==> config.mk <==
export PLATFORM = sky130hd
export DESIGN_NAME = seq_bit_serializer
export DESIGN_NICKNAME = d
export VERILOG_FILES = /design/src/rtl/seq_pkg.sv /design/src/rtl/seq_bit_serializer.sv
export SDC_FILE = /design/constraint.sdc
export NUM_CORES = 1
export LEC_CHECK = 0
export CAP_MARGIN = 30
export CORE_ASPECT_RATIO = 1.75
export CORE_MARGIN = 5
export CORE_UTILIZATION = 40
export CTS_BUF_LIST = sky130_fd_sc_hd__clkbuf_4
export DETAILED_ROUTE_END_ITERATION = 10
export DONT_BUFFER_PORTS = 1
export GPL_TIMING_DRIVEN = 0
export PLACE_DENSITY_LB_ADDON = 0.05
export SYNTH_ARGS = -nofsm -noshare
export SYNTH_HDL_FRONTEND = slang
export SYNTH_SLANG_ARGS = --single-unit
==> constraint.sdc <==
create_clock -name clk -period 3.4 [get_ports clk]
set_clock_uncertainty 0.1 [all_clocks]
set_input_delay 0.85 -clock clk [delete_from_list [all_inputs] [get_ports clk]]
set_output_delay 0.85 -clock clk [all_outputs]
set_load 0.02 [all_outputs]
==> src/rtl/seq_pkg.sv <==
// seq_pkg: shared types and constants for the sequence-detector stimulus
// blocks.
//   ser_state_t : serializer FSM state encoding.
//   SEQ_WORD_W  : default serializer word width.
package seq_pkg;

    typedef enum logic {SER_IDLE, SER_SHIFT} ser_state_t;

    localparam int unsigned SEQ_WORD_W = 20;

endpackage

==> src/rtl/seq_bit_serializer.sv <==
// seq_bit_serializer: parallel-to-serial bit source that feeds the serial
// input of the sequence-detector FSMs. A WIDTH-bit word is accepted over a
// valid/ready handshake and emitted one bit per clock. Words can be chained
// back-to-back with no idle gap.
//
// Parameters:
//   WIDTH     : bits per word (>= 2).
//   MSB_FIRST : 1 = emit bit WIDTH-1 first, 0 = emit bit 0 first.
//   IDLE_BIT  : level on x while no word is being shifted.
//
// Ports:
//   clk         in   rising-edge clock
//   rst         in   synchronous active-high reset
//   load_data   in   word to serialize (captured only at acceptance)
//   load_valid  in   load_data is valid
//   load_ready  out  word can be accepted this cycle (combinational)
//   x           out  serial bit (registered)
//   x_valid     out  x carries a word bit this cycle
//   busy        out  a word is being shifted
//   done        out  pulse while x carries the last bit of a word
//   repeat_word in   only with SEQ_SERIALIZER_REPEAT_EN defined: re-emit the
//                    captured word when no new word is accepted at its end
//
// Build option: define SEQ_SERIALIZER_REPEAT_EN to add repeat_word.
module seq_bit_serializer
    import seq_pkg::*;
#(
    parameter int unsigned WIDTH     = SEQ_WORD_W,
    parameter bit          MSB_FIRST = 1'b1,
    parameter logic        IDLE_BIT  = 1'b0
) (
    input  logic             clk,
    input  logic             rst,
    input  logic [WIDTH-1:0] load_data,
    input  logic             load_valid,
    output logic             load_ready,
    output logic             x,
    output logic             x_valid,
    output logic             busy,
    output logic             done
`ifdef SEQ_SERIALIZER_REPEAT_EN
    ,
    input  logic             repeat_word
`endif
);

    localparam int unsigned   CW       = (WIDTH > 1) ? $clog2(WIDTH) : 1;
    localparam logic [CW-1:0] LAST_IDX = CW'(WIDTH - 1);
    localparam logic [CW-1:0] PEN_IDX  = CW'(WIDTH - 2);

    // The shift register rotates rather than shifts: the bit to emit next is
    // always at the head position, and after WIDTH emissions the register
    // holds the original word again, which is what makes repeat free.
    function automatic logic head_bit(input logic [WIDTH-1:0] w);
        if (MSB_FIRST) return w[WIDTH-1];
        else           return w[0];
    endfunction

    function automatic logic [WIDTH-1:0] rot_word(input logic [WIDTH-1:0] w);
        if (MSB_FIRST) return {w[WIDTH-2:0], w[WIDTH-1]};
        else           return {w[0], w[WIDTH-1:1]};
    endfunction

    ser_state_t       state_q, state_d;
    logic [CW-1:0]    count_q, count_d;
    logic [WIDTH-1:0] shreg_q, shreg_d;
    logic             x_q, x_d;
    logic             x_valid_q, x_valid_d;
    logic             busy_q, busy_d;
    logic             done_q, done_d;

    logic             last_bit;
    logic             accept;
    logic             rep_go;

`ifdef SEQ_SERIALIZER_REPEAT_EN
    assign rep_go = repeat_word;
`else
    assign rep_go = 1'b0;
`endif

    assign last_bit   = (state_q == SER_SHIFT) && (count_q == LAST_IDX);
    assign load_ready = (state_q == SER_IDLE) || last_bit;
    assign accept     = load_valid && load_ready;

    always_comb begin
        state_d   = state_q;
        count_d   = count_q;
        shreg_d   = shreg_q;
        x_d       = IDLE_BIT;
        x_valid_d = 1'b0;
        busy_d    = 1'b0;
        done_d    = 1'b0;

        unique case (state_q)
            SER_IDLE: begin
                if (accept) begin
                    state_d   = SER_SHIFT;
                    count_d   = '0;
                    shreg_d   = rot_word(load_data);
                    x_d       = head_bit(load_data);
                    x_valid_d = 1'b1;
                    busy_d    = 1'b1;
                end
            end
            SER_SHIFT: begin
                if (!last_bit) begin
                    count_d   = count_q + CW'(1);
                    shreg_d   = rot_word(shreg_q);
                    x_d       = head_bit(shreg_q);
                    x_valid_d = 1'b1;
                    busy_d    = 1'b1;
                    done_d    = (count_q == PEN_IDX);
                end else if (accept) begin
                    count_d   = '0;
                    shreg_d   = rot_word(load_data);
                    x_d       = head_bit(load_data);
                    x_valid_d = 1'b1;
                    busy_d    = 1'b1;
                end else if (rep_go) begin
                    // shreg_q is back to the captured word here.
                    count_d   = '0;
                    shreg_d   = rot_word(shreg_q);
                    x_d       = head_bit(shreg_q);
                    x_valid_d = 1'b1;
                    busy_d    = 1'b1;
                end else begin
                    state_d = SER_IDLE;
                    count_d = '0;
                end
            end
            default: state_d = SER_IDLE;
        endcase
    end

    always_ff @(posedge clk) begin
        if (rst) begin
            state_q   <= SER_IDLE;
            count_q   <= '0;
            shreg_q   <= '0;
            x_q       <= IDLE_BIT;
            x_valid_q <= 1'b0;
            busy_q    <= 1'b0;
            done_q    <= 1'b0;
        end else begin
            state_q   <= state_d;
            count_q   <= count_d;
            shreg_q   <= shreg_d;
            x_q       <= x_d;
            x_valid_q <= x_valid_d;
            busy_q    <= busy_d;
            done_q    <= done_d;
        end
    end

    assign x       = x_q;
    assign x_valid = x_valid_q;
    assign busy    = busy_q;
    assign done    = done_q;

endmodule
== After elaboration in Yosys (flattened, before gate mapping) ==
Cells that the tools add are included.

* Bits of input ports: 23
* Word-level logic and storage cells: 26
* Output and inout bits: 5
* Register bits: 28

* Reduce and logical (&&, ||, !) cells: 4
* $add $sub $neg: 1
* Mux-type cells: 12
* Equal/unequal tests: 3
* Bitwise gates (word level): 1

{| class="wikitable"
|+ Operators with widths
! kind !! count
|-
| $mux W20 || 2
|-
| $pmux W20 S2 || 1
|-
| $eq A5 B5 Y1 const B || 2
|-
| $mux W5 || 2
|-
| $pmux W5 S2 || 1
|-
| $add A5 B1 Y5 const B || 1
|-
| $mux W1 || 4
|-
| $pmux W1 S2 || 2
|-
| $reduce_or A3 Y1 || 1
|-
| $logic_and A1 B1 Y1 || 2
|-
| $ne A2 B2 Y1 const B || 1
|-
| $logic_or A1 B1 Y1 || 1
|-
| $not A1 Y1 || 1
|}

== Logic depth before layout (Yosys ltp) ==
* Word-level depth: 7
* Depth in mapped cells: 6
* Gate-level depth less buffers: 5

== Least setup slack after synthesis ==
No wires, ideal clock.

* Kind: register to output
* Start: reg count_q[0]
* End: out load_ready
* Stages on the path, launching flop included: 6
* Required time: 2,450 ps
* Path buffers: 1
* Slack: 1,144 ps
* Data arrival time: 1,306 ps
* Path through: dfxtp_1 -> ha_1 -> nor4bb_4 -> nor2_2 -> inv_2 -> clkbuf_8

* Longest elaborated chain between the ends: 3

{| class="wikitable"
|+ RTL lines
! what !! RTL line !! source
|-
| from (decl) || seq_bit_serializer.sv:65 || <nowiki>logic [CW-1:0] count_q, count_d;</nowiki>
|-
| from (signal assigned) || seq_bit_serializer.sv:147 || <nowiki>count_q <= count_d;</nowiki>
|-
| $eq A5 B5 Y1 || seq_bit_serializer.sv:82 || <nowiki>assign last_bit = (state_q == SER_SHIFT) && (count_q == LAST_IDX);</nowiki>
|-
| $logic_and A1 B1 Y1 || seq_bit_serializer.sv:82 ||
|-
| $logic_or A1 B1 Y1 || seq_bit_serializer.sv:83 || <nowiki>assign load_ready = (state_q == SER_IDLE) || last_bit;</nowiki>
|-
| to (decl) || seq_bit_serializer.sv:36 || <nowiki>output logic load_ready,</nowiki>
|}

No other way between the ends.

== Final worst setup path ==
Same ends and word-level chain as after synthesis.

==> impl_metrics.toml <==
[synthesis]
synth_fp_nets = 165
synth_area_per_cell_um2 = 10.5
synth_edf_count = 0
synth_seq_cells = 28
synth_cells = 140
synth_ff_type = "dfxtp_1"
netlist_area_um2 = 1470
synth.distinct_cells = 34
yosysWarningCount = 0
seq_area_frac_synth_pct = 38.2
async_reset_ff_share_pct = 0

[sta]
tns_ps = 0
hold_viol_final = 0
slew_headroom_pct = 76.8
post-route-period-util_pct = 81.8
period_needed_ps = 2780
final_max_slew_viol_count = 0
setup_slack_ps = 619
rsz0062_at_grt = "no"
worst_pin_slew_ps = 346
timing.fmax_ghz = 0.360
finalSetupViolations = 0

[clock_tree]
clk_pin_slew_worst_paths_ps = 140
tritoncts = "built"
hold_buffers = 0
cts_setup_buffers = 0
root_buffer = "clkbuf_4"
htreeDepth = 1
cts_resized = 0
cts_buffer_depth = 2
cts_buffers = 3
cts_sinks = 28
clock_latency_ps = 330

[floorplan]
start_util_pct = 40.9
core_area_um2 = 3590
fp.dieH_um = 90.2
rows = 29
die_width_um = 55.8
pin_count = 28
die_area_um2 = 5030

[placement]
port_buffers = 0
dp.cells = 186
place_hpwl_um = 2250
pre_cts_slack_ps = 986
gp_congestion = 0.772

[pwr]
p_leak_nw = 0.602
p_per_area_nw_per_um2 = 437
peakVddDrop_mv = 0.265

[grt]
grt_use_total_pct = 12.9
grt_pass1_vias = 1096
grt_pass1_wl_um = 5240
grt_max_degree = 17
busiest_layer = "met2"
grt_use_met1_pct = 15.3
antenna_found_initial = 0
use_met3_pct = 2.44
gr-total-overflow = 0
use_met2_pct = 22.2

[worst_setup_path]
worstPathArrival_ps = 1830
criticalPathCategory = "reg2out"
r2r_end = "shreg_q[14]"
endpoint = "load_ready"
r2r_slack_ps = 1610
crit_path_max_fanout = 10
reg2reg_depth = 6
reg2reg_from = "count_q[0]"
crit_path_start_kind = "flip-flop"
required_ps = 2450
setup.worst_path.start = "count_q[0]"
cp_slowest_stage_delay_ps = 420
crit_chain = "ha_1 -> nor4bb_4 -> nor2_2 -> inv_2 -> clkbuf_8"
end_kind = "output pin"
slowest_stage = "dfxtp_1"

[cells_and_area]
n_fill_cell = 367
antenna_cells = 0
final_nets = 170
layoutNonFillerInstCount = 190
drive_above_1_share_pct = 23.6
seqCellArea_um2 = 561
multiInputGateArea_um2 = 747
area_delta_synth_final_pct = 7.50

[detailed_routing]
drt-total-wl_um = 3040
vias = 1036
viasPerCell = 5.45
dr.pass1.iters = 2
wl_per_cell_um = 16.0
ant_nets = 0
drc = 0
first_iter_violations = 34

[flow_run]
drv_cap = 0

[hold_path]
hold_path_depth = 2
min_path_type = "reg2reg"

[outcome]
outcome = "completed"
## per-stage QoR
step | area [µm²] | power, W | hold slack (ps) | utilization (%)
6_report | 1580 | 0.000689 | 467 | 44.0
5_1_grt | 1580 | 0.000728 | 498 | 44.0
4_1_cts | 1580 | 0.000703 | 472 | 44.0
3_5_place_dp | 1530 | 0.000479 | 442 | 42.5
3_3_place_gp | 1530 | 0.000476 | 445 | 42.5
2_1_floorplan | 1470 | 0.000459 | 387 | -
## how the worst min path moves through the flow
stage,from,slack (ps),endpoint
4_1_cts,shreg_q[8],470,shreg_q[8]
2_1_floorplan,shreg_q[19],390,x
6_report,shreg_q[0],470,shreg_q[0]
3_3_place_gp,shreg_q[8],440,shreg_q[8]
3_5_place_dp,shreg_q[8],440,shreg_q[8]
5_1_grt,shreg_q[8],500,shreg_q[8]
## report_power, final
group          total (W)  internal, W  switching (W)
Clock           0.000220     0.000119       0.000100
Combinational   0.000103    0.0000490      0.0000542
Sequential      0.000366     0.000352      0.0000147
## state kept, by name (all words and copies together), names as in the netlist
name,flops
shreg_q,20
x,1
done,1
count_q,5
busy,1
## critical path: cells and delay by family (launching register included)
| kind | cells | cell delay, ps |
|---|---|---|
| fa+ha+maj | 1 | 270 |
| buf+inv | 2 | 310 |
| flops | 1 | 420 |
| simple gates | 2 | 510 |
## area by class of cell
| class | instances | share of cell area, % |
|---|---|---|
| multi-input combinational | 94 | 47.3 |
| sequential | 28 | 35.5 |
| buffer | 14 | 9.27 |
| tap | 46 | 3.65 |
| clock inverter | 1 | 1.90 |
| clock buffer | 3 | 1.43 |
| inverter | 4 | 0.951 |
## layout by cell type, fill, tap and decap left out, types with 2 or more instances in the layout
| cell | n |
|---|---|
| buf_6 | 2 |
| a211oi_2 | 10 |
| inv_1 | 3 |
| clkbuf_8 | 5 |
| mux2i_1 | 21 |
| nand2_1 | 4 |
| nor3_1 | 19 |
| ha_1 | 2 |
| clkbuf_4 | 3 |
| nand3_1 | 4 |
| dfxtp_1 | 28 |
| nor2_1 | 5 |
| buf_4 | 2 |
| buf_2 | 4 |
| nor2b_1 | 2 |
| o31ai_1 | 2 |
| a211oi_1 | 9 |
## cell families (layout without fill, tap and decap cells)
kind of cell               after synthesis  after routing  share of synthesized area (%)
muxes                                   21             21                           14.3
adders and majority gates                2              2                           1.70
buffers and inverters                   18             22                           11.0
DFF                                     28             28                           38.2
and+or+nand+nor                         43             43                           17.1
AOI/OAI and AO/OA                       28             28                           17.7
## routing by layer
layer	wire length [µm]	vias up	share of wire (%)
met3	115	5	3.8
met1	1220	489	40
met5	0	-	0
met2	1640	18	54
met4	60	0	2.0
li1	-	524	-
## synthesized netlist by cell type (3+ instances only)
library cell  count  area share, %
nand2_1           4            1.0
nor2_1            5            1.3
nor3_1           19            6.5
a211oi_1          9            4.6
inv_1             3           0.77
mux2i_1          21             14
nand3_1           4            1.4
clkbuf_8          5            4.7
buf_2             4            1.4
a211oi_2         10            8.5
dfxtp_1          28             38
No activity file was read; power rests on OpenSTA's default activity.
